--- config.mk ---
export PLATFORM = sky130hd
export DESIGN_NAME = write_back_stage
export DESIGN_NICKNAME = d
export VERILOG_FILES = /design/src/rtl/write_back_stage.sv
export SDC_FILE = /design/constraint.sdc
export NUM_CORES = 1
export LEC_CHECK = 0
export CAP_MARGIN = 20
export CORE_AREA = 5 5 122 124
export CTS_CLUSTER_DIAMETER = 200
export DETAILED_ROUTE_END_ITERATION = 8
export DIE_AREA = 0 0 127 129
export PLACE_DENSITY_LB_ADDON = 0.15
export SYNTH_ARGS = -nofsm -noshare
export SYNTH_HDL_FRONTEND = slang
export SYNTH_SLANG_ARGS = --single-unit
--- constraint.sdc ---
create_clock -name clk -period 6.1 [get_ports clk]
set_clock_uncertainty 0.2 [all_clocks]
set_input_delay 0.61 -clock clk [delete_from_list [all_inputs] [get_ports clk]]
set_output_delay 0.61 -clock clk [all_outputs]
set_load 0.02 [all_outputs]
--- src/rtl/write_back_stage.sv ---
// MEM/WB stage: retires ALU results immediately, waits (bounded) for load data,
// and drives one-cycle registered write pulses into the register file.
module write_back_stage #(
   parameter int DATA_WIDTH     = 32,
   parameter int REG_ADDR_WIDTH = 5,
   parameter int MEM_TIMEOUT    = 15,
   parameter int COUNT_WIDTH    = 16
) (
   input  logic                      clk,
   input  logic                      reset,
   input  logic                      inValid,
   output logic                      inReady,
   input  logic [1:0]                writeBackControlIn,
   input  logic [REG_ADDR_WIDTH-1:0] destRegister,
   input  logic [DATA_WIDTH-1:0]     aluResult,
   input  logic [DATA_WIDTH-1:0]     memReadData,
   input  logic                      memDataValid,
   input  logic                      flush,
   output logic                      regWrite,
   output logic [REG_ADDR_WIDTH-1:0] writeRegister,
   output logic [DATA_WIDTH-1:0]     writeData,
   output logic                      memTimeout,
   output logic [COUNT_WIDTH-1:0]    retiredCount
);

   localparam int WAIT_W = (MEM_TIMEOUT < 2) ? 1 : $clog2(MEM_TIMEOUT + 1);
   localparam logic [WAIT_W-1:0] WAIT_LAST = WAIT_W'(MEM_TIMEOUT - 1);
   localparam logic [REG_ADDR_WIDTH-1:0] REG_ZERO = {REG_ADDR_WIDTH{1'b0}};

   typedef enum logic [0:0] {
      IDLE     = 1'b0,
      WAIT_MEM = 1'b1
   } state_t;

   state_t                    state_r, state_nxt_s;
   logic [WAIT_W-1:0]         wait_cnt_r, wait_cnt_nxt_s;
   logic [REG_ADDR_WIDTH-1:0] load_dest_r, load_dest_nxt_s;
   logic                      reg_write_nxt_s;
   logic [REG_ADDR_WIDTH-1:0] write_reg_nxt_s;
   logic [DATA_WIDTH-1:0]     write_data_nxt_s;
   logic                      timeout_nxt_s;
   logic [COUNT_WIDTH-1:0]    count_nxt_s;

   assign inReady = (state_r == IDLE);

   // Next-state and next-output logic; flush overrides both acceptance and load completion.
   always_comb begin
      state_nxt_s      = state_r;
      wait_cnt_nxt_s   = wait_cnt_r;
      load_dest_nxt_s  = load_dest_r;
      reg_write_nxt_s  = 1'b0;
      write_reg_nxt_s  = writeRegister;
      write_data_nxt_s = writeData;
      timeout_nxt_s    = memTimeout;
      count_nxt_s      = retiredCount;
      if (flush) begin
         state_nxt_s = IDLE;
      end else begin
         case (state_r)
            IDLE: begin
               if (inValid) begin
                  if (writeBackControlIn == 2'b11) begin
                     load_dest_nxt_s = destRegister;
                     wait_cnt_nxt_s  = {WAIT_W{1'b0}};
                     state_nxt_s     = WAIT_MEM;
                  end else begin
                     // Loads without a write request retire like ALU ops with no write.
                     write_reg_nxt_s  = destRegister;
                     write_data_nxt_s = aluResult;
                     reg_write_nxt_s  = writeBackControlIn[1] & (destRegister != REG_ZERO);
                     count_nxt_s      = retiredCount + COUNT_WIDTH'(1);
                  end
               end else begin
                  state_nxt_s = IDLE;
               end
            end
            WAIT_MEM: begin
               if (memDataValid) begin
                  write_reg_nxt_s  = load_dest_r;
                  write_data_nxt_s = memReadData;
                  reg_write_nxt_s  = (load_dest_r != REG_ZERO);
                  count_nxt_s      = retiredCount + COUNT_WIDTH'(1);
                  state_nxt_s      = IDLE;
               end else if (wait_cnt_r == WAIT_LAST) begin
                  timeout_nxt_s = 1'b1;
                  state_nxt_s   = IDLE;
               end else begin
                  wait_cnt_nxt_s = wait_cnt_r + WAIT_W'(1);
               end
            end
            default: begin
               state_nxt_s = IDLE;
            end
         endcase
      end
   end

   // State and registered outputs; synchronous reset takes priority over everything.
   always_ff @(posedge clk) begin
      if (reset) begin
         state_r       <= IDLE;
         wait_cnt_r    <= {WAIT_W{1'b0}};
         load_dest_r   <= REG_ZERO;
         regWrite      <= 1'b0;
         writeRegister <= REG_ZERO;
         writeData     <= {DATA_WIDTH{1'b0}};
         memTimeout    <= 1'b0;
         retiredCount  <= {COUNT_WIDTH{1'b0}};
      end else begin
         state_r       <= state_nxt_s;
         wait_cnt_r    <= wait_cnt_nxt_s;
         load_dest_r   <= load_dest_nxt_s;
         regWrite      <= reg_write_nxt_s;
         writeRegister <= write_reg_nxt_s;
         writeData     <= write_data_nxt_s;
         memTimeout    <= timeout_nxt_s;
         retiredCount  <= count_nxt_s;
      end
   end

endmodule

==> flow_summary_export.csv <==
group,metric,value,unit
timing,finalCritPeriodShare,0.490,
drt,drt-total-wl,9.83,mm
worst_setup_path,r2r-start,"state_r",
layout,layout_common_cells,"clkdlybuf4s50_1, dfxtp_1, a21oi_1",
global_route,grt_max_degree,78,
job,drv_cap,0,
pwr,p_leak,1.50,nW
floorplanning,die_width,127,µm
clock_network,clk_path_buf_depth,2,
worst_setup_path,required,6.11,ns
worst_setup_path,reg2reg_depth,5,
clock_network,cts_resized,0,
pwr,power.density,234,mW/mm²
place,io_buffers,131,
clock_network,h-tree-depth,3,
pwr,fin_total_pwr,1.12,mW
timing,rsz0062_at_grt,"no",
min_path,hold_start,"wait_cnt_r[1]",
layout,area_growth_syn_to_layout,56.0,%
logic_synthesis,syn_nets,414,
pwr,peakVddDrop,0.000124,V
layout,drive_gt1_frac,0.0637,
worst_setup_path,cp-start-kind,"input port",
logic_synthesis,yosysWarnings,0,
logic_synthesis,ys_ff_latch,65,
timing,hold_ws,0.292,ns
clock_network,clk_pin_slew_worst_paths,0.05,ns
drt,post-route-drc-count,0,
worst_setup_path,critPathKind,"in2reg",
drt,drt_iter0_drc,116,
timing,fin_crit,2.99,ns
worst_setup_path,arrival,3.00,ns
floorplanning,start_util,0.225,
worst_setup_path,r2r_slack,3.37,ns
worst_setup_path,worst-path-max-fanout,77,
clock_network,cts_setup_buffers,0,
layout,final_common_cell,"clkdlybuf4s50_1",
logic_synthesis,avgSynthCellArea,9.17,µm²
global_route,grt_first_pass_wirelength,15.2,mm
logic_synthesis,ys_seq_area_frac,0.424,
drt,drtPass1Iterations,4,
floorplanning,die_y,129,µm
clock_network,cts_buffers,9,
global_route,grt_pass1_vias,2888,
place,hpwlAfterDp,6.84,mm
clock_network,clock_sinks,65,
clock_network,clockRootBuffer,"clkbuf_16",
global_route,overflow,0,
timing,finalSetupViolCount,0,
min_path,hp-class,"reg2reg",
floorplanning,row_count,43,
timing,slew_headroom,0.481,
timing,fmaxAchievable,0.335,GHz
worst_setup_path,endpoint_kind,"register",
timing,drv_slew,0,
global_route,grt_util_all_layers,0.118,
min_path,hold_path_depth,2,
place,dp_slack,2.76,ns
clock_network,clkLatencyLatePin,0.33,ns
logic_synthesis,syn-cell-area,0.00307,mm²
min_path,whs_endpoint,"wait_cnt_r[1]",
clock_network,cts_tree,"built",
status,status,"complete, no violations",
logic_synthesis,yosysUniqueCellTypes,38,
clock_network,hold_buffers,0,
floorplanning,boundaryPins,132,
floorplanning,die_area,0.0164,mm²
logic_synthesis,netlist_instances,335,
layout,fillers,1484,
worst_setup_path,reg2reg_to,"retiredCount[2]",
timing,finalHoldViolCount,0,
place,placed_area,0.00452,mm²
drt,ant_nets,0,
layout,nNetsFinal,529,
drt,via_per_inst,4.73,
drt,routedWlPerCell,15.5,µm
layout,final_cell_area,0.00479,mm²
timing,worstMarginPinSlew,0.778,ns
drt,num_vias,3002,
global_route,antenna_found_initial,0,
layout,diodes,0,
timing,setup_slack,3.11,ns
place,place_congestion,0.707,
floorplanning,coreArea,0.0137,mm²
timing,totalNegativeSetupSlack,0,ns
==> how the worst max path moves through the flow <==
stage,startpoint,slack [ns],cells after the start,end
after floorplan,retiredCount[0],3.96,6,retiredCount[14]
after global placement,flush,2.80,6,retiredCount[15]
after detailed placement,flush,2.76,6,retiredCount[15]
after CTS,flush,3.13,6,retiredCount[15]
after global routing,flush,2.77,6,retiredCount[15]
final,flush,3.11,6,retiredCount[15]
==> flip-flops by register name, indices dropped and copies added, names as in the netlist <==
| register | count |
|---|---|
| writeData | 32 |
| memTimeout | 1 |
| wait_cnt_r | 4 |
| state_r | 1 |
| writeRegister | 5 |
| load_dest_r | 5 |
| regWrite | 1 |
| retiredCount | 16 |
==> critical path, cell delays in order <==
cell and delay [ns]:
clkdlybuf4s50_1 0.69, inv_2 0.12, buf_4 0.59, nand2b_1 0.28
nor4b_1 0.36, mux2_1 0.35
==> cell type report <==
type                       count  area [µm²]  share of cell area
timing repair buffer         136        1340               0.280
multi-input combinational    235        1630               0.341
sequential                    65        1300               0.272
clock inverter                 2        12.5             0.00261
clock buffer                  14         264              0.0551
tap                          180         225              0.0470
inverter                       3        11.3             0.00235
==> cell families (layout without fill, tap and decap cells) <==
logic type / Yosys count / after routing / synth area share
AND/OR/NAND/NOR: 70 / 70 / 0.128
buffers and inverters: 35 / 155 / 0.0448
adder cells (fa/ha/maj): 3 / 3 / 0.0122
AO/OA/AOI/OAI: 121 / 121 / 0.256
multiplexers: 41 / 41 / 0.135
flip-flops: 65 / 65 / 0.424
==> power by group <==
group	total, mW	internal [mW]	switching [mW]
Clock	0.480	0.297	0.183
Sequential	0.455	0.444	0.0112
Combinational	0.187	0.0968	0.0899
Total	1.12	0.837	0.284
==> layer usage <==
layer / wire, µm / global-route usage
met5: 0 / 0
met4: 145 / 0.0435
met3: 691 / 0.0461
met2: 4750 / 0.191
met1: 4240 / 0.142
==> synth_stat cells <==
library cell	number	area (µm²)
a211oi_1	1	7.51
a21oi_1	57	285
a22o_1	1	8.76
a22oi_1	1	7.51
a2bb2oi_1	1	8.76
a311oi_1	37	324
a31oi_1	1	6.26
a41oi_1	1	8.76
and2_1	1	6.26
buf_1	7	26.3
buf_2	5	25.0
clkbuf_1	20	75.1
dfxtp_1	65	1300
ha_1	3	37.5
inv_1	3	11.3
mux2_1	1	11.3
mux2_2	2	22.5
mux2i_1	38	380
nand2_1	17	63.8
nand2b_1	2	12.5
nand3_1	8	40.0
nand3b_1	2	15.0
nand4_1	1	6.26
nand4_2	1	12.5
nor2_1	11	41.3
nor2b_1	4	25.0
nor3b_1	1	7.51
nor4_1	1	6.26
nor4b_1	1	8.76
o211ai_1	1	7.51
o21ai_0	11	55.1
o31ai_1	9	67.6
or2_2	1	6.26
or3_1	4	25.0
or3_2	1	7.51
or4_1	11	82.6
or4_2	2	17.5
or4b_1	1	10.0
==> stage by stage <==
step                std cells  utilization
finish                    635        0.351
global route              635        0.351
CTS                       635        0.351
detailed placement        619        0.331
global placement          619        0.331
floorplan                 335            -
Power figures use the tool's default switching activity.
